==> config.mk <==
export PLATFORM = sky130hd
export DESIGN_NAME = countdown_timer
export DESIGN_NICKNAME = d
export VERILOG_FILES = /design/src/rtl/countdown_pkg.sv /design/src/rtl/bcd_digit_down.sv /design/src/rtl/countdown_timer.sv
export SDC_FILE = /design/constraint.sdc
export NUM_CORES = 1
export LEC_CHECK = 0
export CAP_MARGIN = 20
export CORE_AREA = 4 4 71 138
export CTS_BUF_LIST = sky130_fd_sc_hd__clkbuf_16
export CTS_CLUSTER_SIZE = 14
export DETAILED_ROUTE_END_ITERATION = 12
export DIE_AREA = 0 0 75 142
export HOLD_SLACK_MARGIN = 0.12
export PLACE_DENSITY_LB_ADDON = 0.12
export SYNTH_ARGS = -nofsm -noshare
export SYNTH_HDL_FRONTEND = slang
export SYNTH_SLANG_ARGS = --single-unit
==> constraint.sdc <==
create_clock -name clk_i -period 4.8 [get_ports clk_i]
set_input_delay 0.48 -clock clk_i [delete_from_list [all_inputs] [get_ports clk_i]]
set_output_delay 0.48 -clock clk_i [all_outputs]
set_load 0.02 [all_outputs]
==> src/rtl/countdown_pkg.sv <==
// Shared types and digit moduli for the countdown timer slice.
package countdown_pkg;

   typedef enum logic [1:0] {IDLE, RUN, PAUSE, EXPIRED} state_t;

   typedef logic [3:0] bcd_t;

   localparam int unsigned TENTH_MOD    = 10;
   localparam int unsigned SEC_ONES_MOD = 10;
   localparam int unsigned SEC_TENS_MOD = 6;
   localparam int unsigned MIN_MOD      = 10;

   function automatic bcd_t clamp_bcd(input bcd_t d, input bcd_t max_val);
      return (d > max_val) ? max_val : d;
   endfunction

endpackage

==> src/rtl/bcd_digit_down.sv <==
// One BCD down-counting digit; chained through borrow to form M:SS.t.
module bcd_digit_down
   import countdown_pkg::*;
#(
   parameter int unsigned MODULUS = 10
) (
   input  bcd_t digit,
   input  bcd_t load_val,
   input  logic load_en,
   input  logic borrow_in,
   output bcd_t digit_next,
   output logic borrow_out,
   output logic is_zero
);

   localparam bcd_t TOP = bcd_t'(MODULUS - 1);

   always_comb begin
      digit_next = digit;
      borrow_out = 1'b0;
      if (load_en) begin
         digit_next = load_val;
      end else if (borrow_in) begin
         if (digit == '0) begin
            digit_next = TOP;
            borrow_out = 1'b1;
         end else begin
            digit_next = digit - 4'd1;
         end
      end
   end

   assign is_zero = (digit == '0);

endmodule

==> src/rtl/countdown_timer.sv <==
// M:SS.t countdown timer: FSM, 0.1 s prescaler, preset clamp and registered digits.
module countdown_timer
   import countdown_pkg::*;
#(
   parameter int unsigned TICK_CYCLES = 10_000_000
) (
   input  logic       clk_i,
   input  logic       rst_i,
   input  logic       load_i,
   input  logic       start_i,
   input  logic [3:0] preset_min_i,
   input  logic [7:0] preset_sec_i,
   input  logic [3:0] preset_tenth_i,
   output logic [3:0] tenth_o,
   output logic [3:0] sec_ones_o,
   output logic [3:0] sec_tens_o,
   output logic [3:0] min_o,
   output logic       running_o,
   output logic       done_o,
   output logic       alarm_o
);

   localparam int unsigned   PW         = $clog2(TICK_CYCLES);
   localparam logic [PW-1:0] PRESC_LAST = PW'(TICK_CYCLES - 1);

   state_t        state, state_next;
   logic [PW-1:0] presc, presc_next;
   logic          load_q, start_q;
   bcd_t          pre_min_q, pre_tens_q, pre_ones_q, pre_tenth_q;

   logic tick, do_load, at_zero, next_zero, done_next;
   bcd_t tenth_n, ones_n, tens_n, min_n;
   logic b_tenth, b_ones, b_tens, b_min;
   logic z_tenth, z_ones, z_tens, z_min;

   assign tick      = (state == RUN) && (presc == PRESC_LAST);
   assign do_load   = load_q && (state != RUN);
   assign at_zero   = z_tenth & z_ones & z_tens & z_min;
   assign next_zero = (tenth_n == '0) && (ones_n == '0) && (tens_n == '0) && (min_n == '0);

   bcd_digit_down #(.MODULUS(TENTH_MOD)) u_tenth (
      .digit(tenth_o), .load_val(pre_tenth_q), .load_en(do_load), .borrow_in(tick),
      .digit_next(tenth_n), .borrow_out(b_tenth), .is_zero(z_tenth)
   );
   bcd_digit_down #(.MODULUS(SEC_ONES_MOD)) u_sec_ones (
      .digit(sec_ones_o), .load_val(pre_ones_q), .load_en(do_load), .borrow_in(b_tenth),
      .digit_next(ones_n), .borrow_out(b_ones), .is_zero(z_ones)
   );
   bcd_digit_down #(.MODULUS(SEC_TENS_MOD)) u_sec_tens (
      .digit(sec_tens_o), .load_val(pre_tens_q), .load_en(do_load), .borrow_in(b_ones),
      .digit_next(tens_n), .borrow_out(b_tens), .is_zero(z_tens)
   );
   bcd_digit_down #(.MODULUS(MIN_MOD)) u_min (
      .digit(min_o), .load_val(pre_min_q), .load_en(do_load), .borrow_in(b_tens),
      .digit_next(min_n), .borrow_out(b_min), .is_zero(z_min)
   );

   always_comb begin
      state_next = state;
      presc_next = presc;
      done_next  = 1'b0;
      case (state)
         IDLE: begin
            if (do_load) begin
               presc_next = '0;
            end else if (start_q && !at_zero) begin
               state_next = RUN;
               presc_next = '0;
            end
         end
         RUN: begin
            presc_next = tick ? '0 : presc + 1'b1;
            // Expiry outranks a pause landing on the same tick.
            if (tick && next_zero) begin
               state_next = EXPIRED;
               done_next  = 1'b1;
            end else if (start_q) begin
               state_next = PAUSE;
            end
         end
         PAUSE: begin
            if (do_load) begin
               state_next = IDLE;
               presc_next = '0;
            end else if (start_q) begin
               state_next = RUN;
            end
         end
         EXPIRED: begin
            if (do_load) begin
               state_next = IDLE;
               presc_next = '0;
            end else if (start_q) begin
               state_next = IDLE;
            end
         end
         default: state_next = IDLE;
      endcase
   end

   // Button pulses and preset are registered once; the FSM acts on the following edge.
   always_ff @(posedge clk_i) begin
      if (rst_i) begin
         state       <= IDLE;
         presc       <= '0;
         load_q      <= 1'b0;
         start_q     <= 1'b0;
         pre_min_q   <= '0;
         pre_tens_q  <= '0;
         pre_ones_q  <= '0;
         pre_tenth_q <= '0;
         tenth_o     <= '0;
         sec_ones_o  <= '0;
         sec_tens_o  <= '0;
         min_o       <= '0;
         running_o   <= 1'b0;
         done_o      <= 1'b0;
         alarm_o     <= 1'b0;
      end else begin
         state       <= state_next;
         presc       <= presc_next;
         load_q      <= load_i;
         start_q     <= start_i;
         pre_min_q   <= clamp_bcd(preset_min_i, bcd_t'(MIN_MOD - 1));
         pre_tens_q  <= clamp_bcd(preset_sec_i[7:4], bcd_t'(SEC_TENS_MOD - 1));
         pre_ones_q  <= clamp_bcd(preset_sec_i[3:0], bcd_t'(SEC_ONES_MOD - 1));
         pre_tenth_q <= clamp_bcd(preset_tenth_i, bcd_t'(TENTH_MOD - 1));
         // A borrow out of the minutes digit would wrap to 9:59.9; hold at the floor instead.
         if (!b_min) begin
            tenth_o    <= tenth_n;
            sec_ones_o <= ones_n;
            sec_tens_o <= tens_n;
            min_o      <= min_n;
         end
         running_o <= (state_next == RUN);
         done_o    <= done_next;
         alarm_o   <= (state_next == EXPIRED);
      end
   end

endmodule

== Yosys cells after proc, flatten, opt, wreduce, memory -nomap -nowiden ==
Cells that the tools add are included.

* Register bits: 63
* Bits in latches: 0
* RAM bits: 0
* Memory bits (read-only): 0
* Input port bits: 20
* Memories kept: 0

* Add/sub/neg operators: 5
* Multiply operators: 0
* Divide/modulo/power cells: 0
* $lt $le $gt $ge: 4
* Equal/unequal tests: 9
* Shift-type cells: 0
* Multiplexer cells: 43
* Bitwise operators: 4
* Reduce and logical (&&, ||, !) cells: 24

{| class="wikitable"
|+ Operator list
! cell !! count
|-
| 24-bit 2-to-1 mux || 4
|-
| 24-bit case mux with 3 select lines || 1
|-
| 4-bit 2-to-1 mux || 15
|-
| 4-bit logical NOT || 8
|-
| 24-bit by 1-bit adder with 24-bit output (second input constant) || 1
|-
| 24-bit equality test (second input constant) || 1
|-
| 2-bit 2-to-1 mux || 8
|-
| 4-bit by 1-bit subtractor with 4-bit output (second input constant) || 4
|-
| 1-bit 2-to-1 mux || 13
|-
| 4-bit > comparator (second input constant) || 3
|-
| 2-bit OR reduction || 6
|-
| 2-bit case mux with 4 select lines || 1
|-
| 1-bit logical AND || 7
|-
| 2-bit equality test (second input constant) || 3
|-
| 2-bit by 1-bit equality test with 1-bit output (second input constant) || 2
|-
| 4-bit by 3-bit > comparator with 1-bit output (second input constant) || 1
|-
| 2-bit by 1-bit != test with 1-bit output (second input constant) || 2
|-
| 1-bit AND || 3
|-
| 3-bit 2-to-1 mux || 1
|-
| 3-bit != test (second input constant) || 1
|-
| 2-bit logical NOT || 1
|-
| 2-bit AND reduction || 1
|-
| 1-bit logical NOT || 1
|-
| 1-bit NOT || 1
|}

== Longest topological paths before layout ==
Gate-level depths: netlist (run 1).

* Word-level depth: 16
* Depth in mapped cells: 10
* Gate-level depth less buffers: 9

== Modules after synthesis ==
From an unflattened synthesis (run 1), not the netlist that was laid out.

* Cell total of the unflattened synthesis: 356
* Area, all modules: 3,175.5 µm²

{| class="wikitable"
|+ By module, submodules not included
! module !! instances !! cells each !! area each (µm²) !! sequential area each (µm²)
|-
| countdown_timer || 1 || 281 || 2,675.1 || 1,261.2
|-
| bcd_digit_down at u_min ... || 3 || 19 || 126.4 || 0.0
|-
| bcd_digit_down at u_sec_tens || 1 || 18 || 121.4 || 0.0
|}

== Worst setup path after synthesis (run 1) ==
No wires, ideal clock.

* Path type: register to register
* Start point: register presc[0]
* End point: register state[1]
* Library setup time: 0.120 ns
* Data arrival time: 2.483 ns
* Data required time: 4.680 ns
* Path slack: 2.197 ns
* Cell stages (with the launch flop): 11
* Buffers on the path: 1
* Clock period less this slack: 2.603 ns
* Path through: dfxtp_1 > ha_1 > and4b_2 > nand3_4 > or2_1 > buf_6 > or4b_1 > a31oi_1 > or3_1 > nor4_4 > o31a_1

* Longest elaborated chain between the ends: 15
* Elaborated cells between the ends (all ways): 26

{| class="wikitable"
|+ RTL lines
! element !! line !! source
|-
| start: declaration || countdown_timer.sv:27 || <nowiki>logic [PW-1:0] presc, presc_next;</nowiki>
|-
| start signal: assignment || countdown_timer.sv:121 || <nowiki>presc <= presc_next;</nowiki>
|-
| 24-bit equality test * || countdown_timer.sv:36 || <nowiki>assign tick = (state == RUN) && (presc == PRESC_LAST);</nowiki>
|-
| 1-bit logical AND * || countdown_timer.sv:36 ||
|-
| 1-bit 2-to-1 mux || bcd_digit_down.sv:23 || <nowiki>end else if (borrow_in) begin</nowiki>
|-
| 1-bit 2-to-1 mux || bcd_digit_down.sv:21 || <nowiki>if (load_en) begin</nowiki>
|-
| 1-bit 2-to-1 mux || bcd_digit_down.sv:23 ||
|-
| 1-bit 2-to-1 mux || bcd_digit_down.sv:21 ||
|-
| 1-bit 2-to-1 mux || bcd_digit_down.sv:23 ||
|-
| 1-bit 2-to-1 mux || bcd_digit_down.sv:21 ||
|-
| 4-bit 2-to-1 mux || bcd_digit_down.sv:23 ||
|-
| 4-bit 2-to-1 mux || bcd_digit_down.sv:21 ||
|-
| 4-bit logical NOT || countdown_timer.sv:39 || <nowiki>assign next_zero = (tenth_n == '0) && (ones_n == '0) && (tens_n == '0) && (min_n == '0);</nowiki>
|-
| 1-bit logical AND || countdown_timer.sv:39 ||
|-
| 1-bit logical AND * || countdown_timer.sv:74 || <nowiki>if (tick && next_zero) begin</nowiki>
|-
| 2-bit 2-to-1 mux * || countdown_timer.sv:74 ||
|-
| 2-bit case mux with 4 select lines * || countdown_timer.sv:62 || <nowiki>case (state)</nowiki>
|-
| end signal: assignment || countdown_timer.sv:120 || <nowiki>state <= state_next;</nowiki>
|-
| end: declaration || countdown_timer.sv:26 || <nowiki>state_t state, state_next;</nowiki>
|}

Every way passes the cells marked *; elsewhere a longest branch is shown, timed or not.
A chain may end at the register's enable or synchronous reset.

== Worst setup path after layout (run 1) ==
Same ends and word-level chain as after synthesis.

==> results of run 1 <==
metal layers:
metal	up-vias	routed length, um	track usage (%)	share of wire [%]
li1	1309	-	-	-
met1	1252	2990	17.31	34
met2	54	5101	33.58	59
met3	21	241	4.243	2.8
met4	0	334	9.850	3.9
met5	-	0	0	0
power by group:
group	leakage, nW	internal [mW]	switching, mW
Sequential	0.514	0.540	0.0214
Clock	0.135	0.401	0.245
Combinational	0.650	0.0626	0.0825
Total	1.30	1.00	0.349
final cells by class:
cell class              count  area [um^2]
well taps                 100        125.1
multi-input cells         258         1630
fillers                   889         4956
flip-flops and latches     63         1261
clock buffers               9        225.2
repair buffers             40        395.4
inverters                  11        41.29
clock inverters             7        73.82
sequential cells by signal (all words and copies together) (netlist names):
name / cells
alarm_o: 1
done_o: 1
load_q: 1
min_o: 4
pre_min_q: 4
pre_ones_q: 4
pre_tens_q: 4
pre_tenth_q: 4
presc: 24
running_o: 1
sec_ones_o: 4
sec_tens_o: 4
start_q: 1
state: 2
tenth_o: 4
critical path, delay by kind of cell, from the launching register on:
kind | cells | cell delay (ns)
adders and majority gates | 1 | 0.32
muxes | 2 | 0.63
AOI/OAI and AO/OA | 1 | 0.18
DFF | 1 | 0.39
and+or+nand+nor | 5 | 1.38
cells by family after synthesis:
family	after synthesis	synth area share, %
AO/OA/AOI/OAI	63	13.44
XOR/XNOR	23	6.719
adder cells (fa/ha/maj)	1	0.4173
buffers and inverters	25	3.673
flip-flops	63	42.07
multiplexers	4	1.377
other	1	0.1251
AND/OR/NAND/NOR	166	32.18
through the flow:
step | instance area [um^2] | utilization (%) | setup slack, ns
finish | 3752 | 43.09 | 1.833
CTS | 3752 | 43.09 | 1.851
detailed placement | 3453 | 39.66 | 1.881
floorplan | 2998 | - | 2.197
global placement | 3453 | 39.66 | 1.866
global route | 3752 | 43.09 | 1.665
Yosys cell counts, drive strengths merged, types with 3 or more instances:
library cell  count  area [um^2]
a211oi            5        37.54
a21oi            16        80.08
a31oi             4        25.02
clkbuf           11        41.29
dfxtp            63         1261
inv              11        41.29
mux2i             3        30.03
nand2            23        88.84
nand2b            4        32.53
nand3            12        72.57
nand4             7        65.06
nor2             54        202.7
nor2b             8        50.05
nor3             11        55.05
nor3b             8        65.06
nor4             14        138.9
o211ai            6        45.04
o21a              3        22.52
o21ai            17        88.83
o31ai             3        22.52
or2               4        25.03
or3               7        45.05
or4               4        33.78
xnor2            12        105.1
xor2             11        96.34
final timing paths:
check / startpoint / endpoint / slack, ns / cells past startpoint
max: presc[0] / state[1] / 1.83 / 9
min: pre_min_q[3] / min_o[3] / 0.43 / 2
max reg2reg: presc[0] / state[1] / 1.83 / 9
min reg2reg: pre_min_q[3] / min_o[3] / 0.43 / 2
==> results.sh, run 1 <==
export IMPL_status="complete, no violations"
export IMPL_hold_viol_final=0
export IMPL_clkLatencyLatePin_ns=0.33
export IMPL_clkTransAtPathRegs_ns=0.06
export IMPL_antenna_cells=0
export IMPL_antenna_found_initial=0
export IMPL_postSynth_asyncResetShare_pct=0
export IMPL_antenna_left=0
export IMPL_fin_tns_setup_ns=0
export IMPL_drt_total_wl_um=8668
export IMPL_finalSetupViolCount=0
export IMPL_die_area_mm2=0.01065
export IMPL_cts_sinks=63
export IMPL_cp_slowest_stage_delay_ns=0.40
export IMPL_arrival_ns=3.24
export IMPL_dp_cells=472
export IMPL_io_buffers=38
export IMPL_maxSlewViolCount=0
export IMPL_place_gp_congestion=0.9939
export IMPL_hpwl_um=6750
export IMPL_drive_gt1_share_pct=9.794
export IMPL_syn_area_per_cell_um2=8.664
export IMPL_gr_total_overflow=0
export IMPL_fp_dieH_um=142
export IMPL_syn_inst=346
export IMPL_tightest_slew_ns=0.8234
export IMPL_drv_cap=0
export IMPL_holdWs_ns=0.4318
export IMPL_slew_headroom_pct=45.10
export IMPL_io_pins=39
export IMPL_cts_buffers_inserted=9
export IMPL_clockRootBuffer="clkbuf_16"
export IMPL_dr_pass1_iters=4
export IMPL_rsz0062_at_grt="false"
export IMPL_postCtsSetupBuffers=0
export IMPL_final_cells=488
export IMPL_synth_flop_cell="dfxtp_1"
export IMPL_netlist_area_mm2=0.002998
export IMPL_p_leak_nw=1.300
export IMPL_drtIter0Drc=126
export IMPL_synth_edf_count=0
export IMPL_syn2layout_area_growth_pct=25.17
export IMPL_layout_common_cells="63 x dfxtp_1, 54 x nor2_1, 38 x clkdlybuf4s50_1"
export IMPL_fin_worst_skew_ns=0.006172
export IMPL_path_class="flip-flop to flip-flop"
export IMPL_ys_warnings_count=0
export IMPL_initial_core_util_pct=34.43
export IMPL_synthDistinctLibCells=61
export IMPL_power_density_mw_per_mm2=360.7
export IMPL_cts_tree="built"
export IMPL_end_kind="flip-flop"
export IMPL_final_nets=404
export IMPL_routed_via_density=5.402
export IMPL_core_mm2=0.008708
export IMPL_setup_worst_path_start_class="flip-flop"
export IMPL_core_rowCount=48
export IMPL_synth_seq_cells=63
export IMPL_min_period_over_period_pct=61.81
export IMPL_grt_max_degree=27
export IMPL_hold_class="flip-flop to flip-flop"
export IMPL_slowest_stage="nor3_1"
export IMPL_vias=2636
export IMPL_finalPower_mw=1.353
export IMPL_clockBufferDepth=2
export IMPL_hold_buffers=0
export IMPL_grt_pass1_wl_um=14230
export IMPL_ys_seq_area_share_pct=42.07
export IMPL_h_tree_depth=3
export IMPL_remaining_drc_errors=0
export IMPL_syn_nets=367
export IMPL_finalCriticalPeriod_ns=2.967
export IMPL_grt_pass1_vias=2714
export IMPL_die_w_um=75
export IMPL_timing_fmax_mhz=337.1
export IMPL_cp_max_fo=7
export IMPL_ir_drop_uv=174.9
export IMPL_wire_per_inst_um=17.76
export IMPL_final_common_cell="dfxtp_1"
export IMPL_required_ns=5.07
export IMPL_cp_cell_sequence="ha_1 > and4b_2 > nand3_4 > nor3_1 > mux2_2 > mux2i_1 > nand4_2 > nor4_4 > o31a_1"
export IMPL_grt_use_total_pct=18.08
export IMPL_cts_resized_gates=0
Power figures use the tool's default switching activity.
==> inputs of run 2 (changes only) <==
==> constraint.sdc (replaced) <==
create_clock -name clk_i -period 2.9 [get_ports clk_i]
set_input_delay 0.29 -clock clk_i [delete_from_list [all_inputs] [get_ports clk_i]]
set_output_delay 0.29 -clock clk_i [all_outputs]
set_load 0.02 [all_outputs]
==> run 2 against run 1 <==
- final area grew 4.7%
- final cell count grew 3.7%
- highest routed layer unchanged
- largest power group unchanged
- clock skew grew 0.00082 ns
- combinational power grew 80%
- fmax grew 7.4%
- via count grew 2.5%
- critical endpoint unchanged
- clock power grew 70%
- global-route usage shrank 0.25 points
- clock-buffer cell count is the same
- total power grew 69%
==> results.sh, run 2 (synthesis gave the netlist of run 1 again) <==
export IMPL_grt_pass1_wl_um=13940
export IMPL_finalCoreUtilization_pct=45.11
export IMPL_finalCriticalPeriod_ns=2.762
export IMPL_clkTransAtPathRegs_ns=0.05
export IMPL_fin_ws_ns=0.1380
export IMPL_core_mm2=0.008708
export IMPL_dr_pass1_iters=4
export IMPL_routed_via_density=5.338
export IMPL_clkLatencyLatePin_ns=0.33
export IMPL_grt_use_total_pct=17.83
export IMPL_required_ns=3.18
export IMPL_fin_area_mm2=0.003929
export IMPL_clockRootBuffer="clkbuf_16"
export IMPL_wire_per_inst_um=17.11
export IMPL_hpwl_um=7006
export IMPL_place_gp_congestion=0.9118
export IMPL_gr_total_overflow=0
export IMPL_io_pins=39
export IMPL_p_clk_share_pct=48.2
export IMPL_status="complete, no violations"
export IMPL_finalSetupViolCount=0
export IMPL_fp_dieH_um=142
export IMPL_cts_resized_gates=0
export IMPL_p_seq_share_pct=40.5
export IMPL_tightest_slew_ns=0.5341
export IMPL_ir_drop_uv=317.2
export IMPL_cts_sinks=63
export IMPL_largest_reg_flops=24
export IMPL_final_common_cell="dfxtp_1"
export IMPL_power_density_mw_per_mm2=583.6
export IMPL_antenna_cells=0
export IMPL_die_w_um=75
export IMPL_hold_viol_final=0
export IMPL_hold_class="flip-flop to flip-flop"
export IMPL_antenna_found_initial=0
export IMPL_dpl_instance_area_mm2=0.003585
export IMPL_h_tree_depth=3
export IMPL_syn2layout_area_growth_pct=31.05
export IMPL_top_register="presc"
export IMPL_maxSlewViolCount=0
export IMPL_die_area_mm2=0.01065
export IMPL_drt_total_wl_um=8658
export IMPL_grt_max_degree=26
export IMPL_p_switching_mw=0.5421
export IMPL_slew_headroom_pct=64.23
export IMPL_post_place_ws_ns=0.1328
export IMPL_holdWs_ns=0.4372
export IMPL_final_cells=506
export IMPL_core_rowCount=48
export IMPL_drtIter0Drc=75
export IMPL_cp_max_fo=6
export IMPL_internal_power_mw=1.751
export IMPL_cts_tree="built"
export IMPL_initial_core_util_pct=34.43
export IMPL_r2r_cells=7
export IMPL_setup_worst_path_start_class="flip-flop"
export IMPL_pwr_share_comb_pct=11.4
export IMPL_remaining_drc_errors=0
export IMPL_min_period_over_period_pct=95.24
export IMPL_postCtsSetupBuffers=0
export IMPL_reg2reg_slack_ns=0.14
export IMPL_io_buffers=38
export IMPL_vias=2701
export IMPL_drv_cap=0
export IMPL_hold_path_depth=2
export IMPL_drive_gt1_share_pct=14.53
export IMPL_finalPower_mw=2.293
export IMPL_fin_worst_skew_ns=0.006991
export IMPL_clockBufferDepth=2
export IMPL_hold_buffers=0
export IMPL_cts_buffers_inserted=9
export IMPL_end_kind="flip-flop"
export IMPL_grt_pass1_vias=2813
export IMPL_switching_share_pct=23.64
export IMPL_path_class="flip-flop to flip-flop"
export IMPL_dp_cells=490
export IMPL_final_nets=422
export IMPL_antenna_left=0
export IMPL_p_leak_nw=1.421
export IMPL_layout_common_cells="62 x dfxtp_1, 54 x nor2_1, 38 x clkdlybuf4s50_1"
export IMPL_timing_fmax_mhz=362.1
export IMPL_fin_tns_setup_ns=0
export IMPL_arrival_ns=3.04
==> run 2: cell count changes in the layout (fill, tap and decap cells not counted), sizes merged <==
cell / delta
buf: +18
inv: +2
bufinv: +1
clkinvlp: -3
==> run 2: metal layers <==
layer	global-route usage (%)	wire length, um	vias to the layer above
met2	35.33	5307	38
met4	11.35	368	0
met3	3.112	195	20
met1	14.86	2787	1299
met5	0	0	-
li1	-	-	1344
==> run 2: critical path, cell delays in order (launching register included) <==
cell and delay (ns):
dfxtp_1 0.36, nand2b_4 0.19, or4_1 0.60, nor4_4 0.32, a21oi_2 0.12, or4_4 0.54, nor4_4 0.39, o31a_1 0.19
==> run 2: cell type report <==
| class | count | area, um^2 |
|---|---|---|
| multi-input combinational | 258 | 1664 |
| sequential | 63 | 1262 |
| inverter | 11 | 41.29 |
| clock buffer | 9 | 225.2 |
| timing repair buffer | 58 | 530.5 |
| tap | 100 | 125.1 |
| clock inverter | 7 | 80.08 |
| fill | 893 | 4780 |
==> run 2: final timing paths <==
path,start,endpoint
worst max-delay path,state[1],state[1]
worst min-delay path,pre_min_q[3],min_o[3]
worst max register to register,state[1],state[1]
worst min register to register,pre_min_q[3],min_o[3]
==> run 2: power groups by stage <==
stage               logic [mW]  clock network (mW)  registers [mW]
CTS                      0.258                1.13           0.928
global placement         0.257                   0           0.946
floorplan                0.139                   0           0.947
global route             0.287                1.17           0.932
finish                   0.261                1.10           0.928
detailed placement       0.257                   0           0.946
